--- config.mk ---
export PLATFORM = sky130hd
export DESIGN_NAME = qk_inst_sequencer
export DESIGN_NICKNAME = d
export VERILOG_FILES = /design/src/rtl/qk_inst_sequencer.sv
export SDC_FILE = /design/constraint.sdc
export NUM_CORES = 1
export LEC_CHECK = 0
export BUFFER_PORTS_ARGS = -buffer_cell sky130_fd_sc_hd__clkbuf_2
export CAP_MARGIN = 0
export CELL_PAD_IN_SITES_DETAIL_PLACEMENT = 1
export CELL_PAD_IN_SITES_GLOBAL_PLACEMENT = 2
export CORE_ASPECT_RATIO = 0.75
export CORE_MARGIN = 2
export CORE_UTILIZATION = 35
export CTS_BUF_LIST = sky130_fd_sc_hd__clkbuf_8
export DETAILED_ROUTE_END_ITERATION = 8
export PLACE_DENSITY = 0.82
export SYNTH_ARGS = -nofsm -noshare
export SYNTH_HDL_FRONTEND = slang
export SYNTH_SLANG_ARGS = --single-unit
export TNS_END_PERCENT = 100
--- constraint.sdc ---
create_clock -name clk -period 9.6 [get_ports clk]
set_input_delay 1.92 -clock clk [delete_from_list [all_inputs] [get_ports clk]]
set_output_delay 1.92 -clock clk [all_outputs]
set_load 0.005 [all_outputs]
--- src/rtl/qk_inst_sequencer.sv ---
// qk_inst_sequencer
//   Emits the fullchip instruction word for one Q.K attention pass per start:
//   K load into the PE array, Q execute, ofifo drain wait, ofifo->pmem move.
// Ports
//   clk, reset    : rising-edge clock, async active-high reset
//   start         : one-cycle request, honoured only in IDLE
//   skip_load     : bypass K load and the load->execute gap (sampled with start)
//   num_q         : Q vectors to execute/move, clamped to MAX_Q (sampled with start)
//   q_base/p_base : first qkmem / pmem address (sampled with start)
//   ofifo_valid   : ofifo holds at least one result
//   inst          : {ofifo_rd, qkmem_add, pmem_add, execute, load, qmem_rd,
//                    qmem_wr, kmem_rd, kmem_wr, pmem_rd, pmem_wr}
//   busy, done    : run in progress / one-cycle completion pulse
// GAP and DRAIN are expected to be at least 1.
module qk_inst_sequencer #(
  parameter int COL    = 8,
  parameter int MAX_Q  = 16,
  parameter int ADDR_W = 4,
  parameter int GAP    = 10,
  parameter int DRAIN  = 10,
  localparam int INST_W = 9 + 2*ADDR_W,
  localparam int NQ_W   = $clog2(MAX_Q+1)
) (
  input  logic              clk,
  input  logic              reset,
  input  logic              start,
  input  logic              skip_load,
  input  logic [NQ_W-1:0]   num_q,
  input  logic [ADDR_W-1:0] q_base,
  input  logic [ADDR_W-1:0] p_base,
  input  logic              ofifo_valid,
  output logic [INST_W-1:0] inst,
  output logic              busy,
  output logic              done
);

  localparam int M1      = (COL > GAP) ? COL : GAP;
  localparam int M2      = (DRAIN > MAX_Q) ? DRAIN : MAX_Q;
  localparam int CNT_MAX = (M1 > M2) ? M1 : M2;
  localparam int CNT_W   = $clog2(CNT_MAX+1);
  localparam logic [CNT_W-1:0] CNT_ONE = CNT_W'(1);

  typedef struct packed {
    logic [NQ_W-1:0]   nq;
    logic [ADDR_W-1:0] qb;
    logic [ADDR_W-1:0] pb;
  } cfg_t;

  typedef enum logic [3:0] {
    S_IDLE, S_KLOAD, S_KTAIL, S_GAP, S_EXEC, S_EXEND, S_DRAIN, S_MOVE, S_DONE
  } state_t;

  state_t            state_q, state_d;
  logic [CNT_W-1:0]  cnt_q, cnt_d;
  cfg_t              cfg_q, cfg_d;
  logic [ADDR_W-1:0] qk_q, qk_d, pa_q, pa_d;
  logic              ex_q, ex_d, ld_q, ld_d, qrd_q, qrd_d, krd_q, krd_d;
  logic              busy_q, done_q;
  logic [NQ_W-1:0]   nq_clamp;
  logic [CNT_W-1:0]  nq_last;
  logic              xfer;

  assign nq_clamp = (num_q > NQ_W'(MAX_Q)) ? NQ_W'(MAX_Q) : num_q;
  assign nq_last  = CNT_W'(cfg_q.nq) - CNT_ONE;

  // The move handshake is qualified by the live ofifo_valid so a read is
  // never issued against an empty fifo; everything else is a flop output.
  assign xfer = (state_q == S_MOVE) && ofifo_valid;

  always_comb begin
    state_d = state_q;
    cnt_d   = cnt_q;
    cfg_d   = cfg_q;
    case (state_q)
      S_IDLE: if (start) begin
        cfg_d = '{nq: nq_clamp, qb: q_base, pb: p_base};
        cnt_d = '0;
        if (!skip_load)          state_d = S_KLOAD;
        else if (nq_clamp == '0) state_d = S_DONE;
        else                     state_d = S_EXEC;
      end
      S_KLOAD: if (cnt_q == CNT_W'(COL)) begin
        state_d = S_KTAIL; cnt_d = '0;
      end else cnt_d = cnt_q + CNT_ONE;
      S_KTAIL: if (cnt_q == CNT_ONE) begin
        state_d = S_GAP; cnt_d = '0;
      end else cnt_d = cnt_q + CNT_ONE;
      S_GAP: if (cnt_q == CNT_W'(GAP-1)) begin
        state_d = (cfg_q.nq == '0) ? S_DONE : S_EXEC; cnt_d = '0;
      end else cnt_d = cnt_q + CNT_ONE;
      S_EXEC: if (cnt_q == nq_last) begin
        state_d = S_EXEND; cnt_d = '0;
      end else cnt_d = cnt_q + CNT_ONE;
      S_EXEND: begin
        state_d = S_DRAIN; cnt_d = '0;
      end
      S_DRAIN: if (cnt_q == CNT_W'(DRAIN-1)) begin
        state_d = S_MOVE; cnt_d = '0;
      end else cnt_d = cnt_q + CNT_ONE;
      // Entry index only moves on a completed transfer; a stall holds pmem_add.
      S_MOVE: if (ofifo_valid) begin
        if (cnt_q == nq_last) begin
          state_d = S_DONE; cnt_d = '0;
        end else cnt_d = cnt_q + CNT_ONE;
      end
      S_DONE:  state_d = S_IDLE;
      default: state_d = S_IDLE;
    endcase
  end

  // Word fields are decoded from the next state so they land with it.
  always_comb begin
    qk_d = '0; pa_d = '0; ex_d = 1'b0; ld_d = 1'b0; qrd_d = 1'b0; krd_d = 1'b0;
    case (state_d)
      S_KLOAD: begin
        ld_d = 1'b1;
        if (cnt_d != '0) begin
          krd_d = 1'b1;
          qk_d  = ADDR_W'(cnt_d - CNT_ONE);
        end
      end
      S_KTAIL: ld_d = (cnt_d == '0);
      S_EXEC: begin
        ex_d  = 1'b1;
        qrd_d = 1'b1;
        qk_d  = cfg_d.qb + ADDR_W'(cnt_d);
      end
      S_MOVE:  pa_d = cfg_d.pb + ADDR_W'(cnt_d);
      default: ;
    endcase
  end

  always_ff @(posedge clk or posedge reset) begin
    if (reset) begin
      state_q <= S_IDLE;
      cnt_q   <= '0;
      cfg_q   <= '0;
      qk_q    <= '0;
      pa_q    <= '0;
      ex_q    <= 1'b0;
      ld_q    <= 1'b0;
      qrd_q   <= 1'b0;
      krd_q   <= 1'b0;
      busy_q  <= 1'b0;
      done_q  <= 1'b0;
    end else begin
      state_q <= state_d;
      cnt_q   <= cnt_d;
      cfg_q   <= cfg_d;
      qk_q    <= qk_d;
      pa_q    <= pa_d;
      ex_q    <= ex_d;
      ld_q    <= ld_d;
      qrd_q   <= qrd_d;
      krd_q   <= krd_d;
      busy_q  <= (state_d != S_IDLE);
      done_q  <= (state_d == S_DONE);
    end
  end

  assign inst = {xfer, qk_q, pa_q, ex_q, ld_q, qrd_q, 1'b0, krd_q, 1'b0, 1'b0, xfer};
  assign busy = busy_q;
  assign done = done_q;

endmodule
# [Yosys cells after proc, flatten, opt, wreduce, memory -nomap -nowiden]
# Cells that the tools add are included.
[word_totals] reg_bits=35 wordCells=72 input_bits=18
[classes] magnitude_cmp=1 mux=29 addsub=5 n_eq_ne=16 reduce_logical=9
[ops] cell="two-way mux 4 bit" n=13
[ops] cell="two-way mux 5 bit" n=7
[ops] cell="case mux 5 bit (7 select lines)" n=1
[ops] cell="case mux 4 bit (8 select lines)" n=1
[ops] cell="equality test 4 x 3 -> 1 bit (second input constant)" n=6
[ops] cell="two-way mux 8 bit" n=2
[ops] cell="logical NOT 5 bit" n=3
[ops] cell="equality test 4 x 2 -> 1 bit (second input constant)" n=3
[ops] cell="equality test 5 x 4 -> 1 bit (second input constant)" n=2
[ops] cell="adder 4 bit" n=2
[ops] cell="equality test 4 x 1 -> 1 bit (second input constant)" n=2
[ops] cell="case mux 4 bit (2 select lines)" n=1
[ops] cell="adder 5 x 1 -> 5 bit (second input constant)" n=1
[ops] cell="equality test 5 x 1 -> 1 bit (second input constant)" n=1
[ops] cell="equality test 5 bit" n=1
[ops] cell="> comparator 5 bit (second input constant)" n=1
[ops] cell="nonzero test 5 bit" n=1
[ops] cell="subtractor 5 x 1 -> 5 bit (second input constant)" n=1
[ops] cell="equality test 4 bit (second input constant)" n=1
[ops] cell="logical NOT 4 bit" n=1
[ops] cell="nonzero test 4 bit" n=1
[ops] cell="subtractor 4 x 1 -> 4 bit (second input constant)" n=1
[ops] cell="two-way mux 1 bit" n=3
[ops] cell="case mux 1 bit (2 select lines)" n=1
[ops] cell="3 further kinds" n=3

# [Logic depth before layout (Yosys ltp)]
[depth] ltp_word=9 ltp_mapped=14 mapped_depth_nobuf=13

# [Worst setup path after synthesis]
# No wires, ideal clock.
[synth_path] path_kind="in2reg" start="input port ofifo_valid" end="register qk_q[3]" arrival_time_ps=4272 t_required_ps=9469 slack_ps=5197 stages=10 path_buffers=0 setup_ps=131 cell_sequence="and4b_1 a211o_1 a222oi_1 inv_1 ha_1 a21o_1 a21oi_1 xnor2_1 xnor2_1 o32ai_2"
[synth_via] elab_chain_len=5
[synth_rtl] element="from (decl)" line_no="31" source="input logic ofifo_valid,"
[synth_rtl] element="two-way mux 5 bit (*)" line_no="101" source="S_MOVE: if (ofifo_valid) begin"
[synth_rtl] element="case mux 5 bit (7 select lines) (*)" line_no="74" source="case (state_q)"
[synth_rtl] element="net cnt_d[1]" line_no="54" source="logic [CNT_W-1:0] cnt_q, cnt_d;"
[synth_rtl] element="subtractor 4 x 1 -> 4 bit / nonzero test 5 bit (equally long branches)" line_no="119, 117"
[synth_rtl] element="two-way mux 4 bit" line_no="117" source="if (cnt_d != '0) begin"
[synth_rtl] element="case mux 4 bit (2 select lines) (*)" line_no="114" source="case (state_d)"
[synth_rtl] element="net qk_d[3]" line_no="56" source="logic [ADDR_W-1:0] qk_q, qk_d, pa_q, pa_d;"
[synth_rtl] element="to (signal assigned)" line_no="150" source="qk_q <= qk_d;"
[synth_rtl] element="to (decl)" line_no="56"
# Mark *: on every way through the listed nets, which the timed path passes. The rest lies on a longest branch.
# A chain may end at the register's enable or synchronous reset.

# [Worst setup path after layout]
# Same ends and word-level chain as after synthesis.

==> run summary <==
status = finished, final reports clean
Buffers & Inverters on Critical Path = 2
max-cap viol count = 0
# resized after CTS = 0
Yosys Warn Count = 0
via count = 1,753
antenna viol nets, final = 0
TritonRoute pass-1 iters = 4
post-synthesis sequential element count = 35
Final Non-Filler Cells = 331
Worst Path Arrival = 4.84 ns
Leak = 1.222 nW
RSZ-0062 raised after global routing = false
setup_tns = 0 ns
vias in the first global route = 1,756
area occupied by multi-input gates = 1195 sq um
Root Driver = clkbuf_8
CTS H-tree depth = 2
grt ovf = 0
Hold Path Class = reg2reg
Worst Min Path Start = cfg_q[0]$_DFF_PP0_
pwr dens = 359.7 nW/um^2
starting density of the core = 0.3614
Startpoint Class = primary input
DIE HEIGHT = 73.78 microns
stages on the worst setup path = 11
CP max stage delay = 0.83 ns
wire per inst = 16.81 microns
Final Cycle Share = 0.4870
Tot Pwr = 0.9141 mW
final hold violations = 0
first-pass GRT wire length = 9.335 mm
pre-CTS WS = 4.654 ns
Post-Syn Area = 2272 sq um
crit path max-delay cell type = a222oi_1
Layout Nets = 281
initial antenna violation count = 0
fmax = 0.2139 GHz
kind of critical path = in2reg
VDD IR max = 138.8 uV
Reg area = 875.8 sq um
most used cell, CP = xnor2_1
Setup WS post-layout = 4.925 ns
Max clock buf depth = 2
insertion delay to the later sink of the worst-skew pair = 0.29 ns
cts hold-fix bufs = 0
CP Capture Type = register
asr flop ratio synth = 1.000
Post-Route WL = 5.563 mm
Placed Instances = 323
layout cell share with drive strength beyond 1 = 0.2280
worst-margin pin slew = 0.8931 ns
routability cong. = 0.8589
Floorplan Core Area = 6287 sq um
fin crit period = 4.675 ns
CP required = 9.76 ns
num ports = 37
Main synth FF type = dfrtp_1
setup violators final = 0
crit path from = ofifo_valid
Critical R2R Launch = cfg_q[8]$_DFFE_PP0P_
row cnt = 25
DRC = 0
number of library cell types mapped by synthesis = 57
clk_skew = 0.007904 ns
Die ar. = 7159 sq um
Pins Over Slew Limit = 0
n_diodes = 0
HPWL Detailed = 4.227 mm
CTS Buf Count = 5
Post-synth EDFFs = 0
Post-Synthesis Cells = 226
largest net degree at the start of global routing = 36
mean number of vias per cell = 5.296
Avg Inst Size Synth = 10.05 sq um
Top Family by Delay on Critical Path = compound AO/OA/AOI/OAI gates
DIE WIDTH = 97.04 microns
CTS tree = yes
Worst R2R Path Depth = 13
P&R area growth vs syn = 11.84%
Clock transition at path regs = 0.07 ns
port bufs = 33
setup bufs post-CTS = 0
Seq/Total Area, Yosys = 0.3855
Total GRT Usage = 0.1678
crit-path max FO = 7
crit-path cells = clkbuf_2 -> and4b_1 -> a211o_1 -> a222oi_1 -> inv_1 -> ha_1 -> a21o_1 -> a21oi_1 -> xnor2_1 -> xnor2_1 -> o32ai_2
Fill cells = 715
Num Clock Sinks = 35
WHS Path Cells = 1
DR iter-0 viols = 77
relative slew slack = 0.4046
[stage by stage]
stage	util	hold slack, ns	area, sq um
floorplan	-	0.4723	2280
global placement	0.3855	0.4847	2424
detailed placement	0.3855	0.4942	2424
CTS	0.4042	0.5107	2541
global route	0.4042	0.5269	2541
finish	0.4042	0.5092	2541
[state kept, by name, summed over array words and instances (netlist names)]
register / flops
cfg_q: 13
busy: 1
done: 1
cnt_q: 5
pa_q: 4
qk_q: 4
qrd_q: 1
ld_q: 1
krd_q: 1
state_q: 4
[where the power goes]
group / switching (mW) / internal, mW / total [mW]
combinational: 0.299 / 0.221 / 0.520
clock: 0.0521 / 0.0840 / 0.136
sequential: 0.0568 / 0.202 / 0.258
[placed cells by master (no fill, tap or decap), drive strengths merged, types with 2 or more instances in the layout]
cell,n
clkbuf,39
dfrtp,35
inv,21
nor2,14
nand2,12
ha,12
xnor2,11
nand2b,8
mux2,8
nand3,8
o21ai,7
xor2,6
a21oi,5
a2111oi,4
nor3b,3
o31ai,3
a21o,3
o211ai,3
o22ai,3
conb,3
o32ai,3
a211o,2
nor3,2
nand4bb,2
a41o,2
a222oi,2
nand4,2
fa,2
o311a,2
[path summary, 6_finish.rpt]
kind,endpoint,slack [ns]
max,qk_q[3]$_DFF_PP0_,4.93
min,cfg_q[0]$_DFF_PP0_,0.51
max reg2reg,qk_q[3]$_DFF_PP0_,5.65
min reg2reg,cfg_q[0]$_DFF_PP0_,0.51
max in group asynchronous,cnt_q[3]$_DFF_PP0_,7.57
min in group asynchronous,cfg_q[0]$_DFF_PP0_,1.71
[cell type report]
cell class | count | area share
Inverter | 21 | 0.03102
Sequential cell | 35 | 0.3447
Clock buffer | 6 | 0.03250
Clock inverter | 2 | 0.01379
Tap cell | 81 | 0.03988
Timing Repair Buffer | 34 | 0.06795
Multi-Input combinational cell | 152 | 0.4702
[cells by family after synthesis]
logic type	Yosys count	synth area share
simple gates	60	0.1459
compound gates	48	0.1718
buf+inv	41	0.09196
mux	9	0.04405
xor+xnor	18	0.07544
other cells	1	0.001650
fa+ha+maj	14	0.08370
flops	35	0.3855
[cells in the mapped netlist, drive strengths merged (3+ instances only)]
master	instances	area (sq um)
inv	21	78.82
nor2	14	52.55
clkbuf	6	22.52
a21oi	5	25.02
nand3	8	45.04
o21ai	7	35.03
mux2	8	90.09
xor2	6	52.55
a2111oi	4	36.29
nand2	12	45.04
buf	14	107.6
o22ai	3	18.77
ha	12	150.1
o211ai	3	22.52
o32ai	3	33.79
nor3b	3	22.52
dfrtp	35	875.8
nand2b	8	50.05
o31ai	3	22.52
xnor2	11	96.34
a21o	3	22.52
[layer usage]
metal / GRT usage / part of all wire / up-vias
met3: 0.03806 / 0.046 / 7
met4: 0.04225 / 0.0092 / 0
met2: 0.2562 / 0.42 / 42
met5: 0 / 0 / -
met1: 0.2427 / 0.53 / 859
li1: - / - / 845
Power figures use the tool's default switching activity.
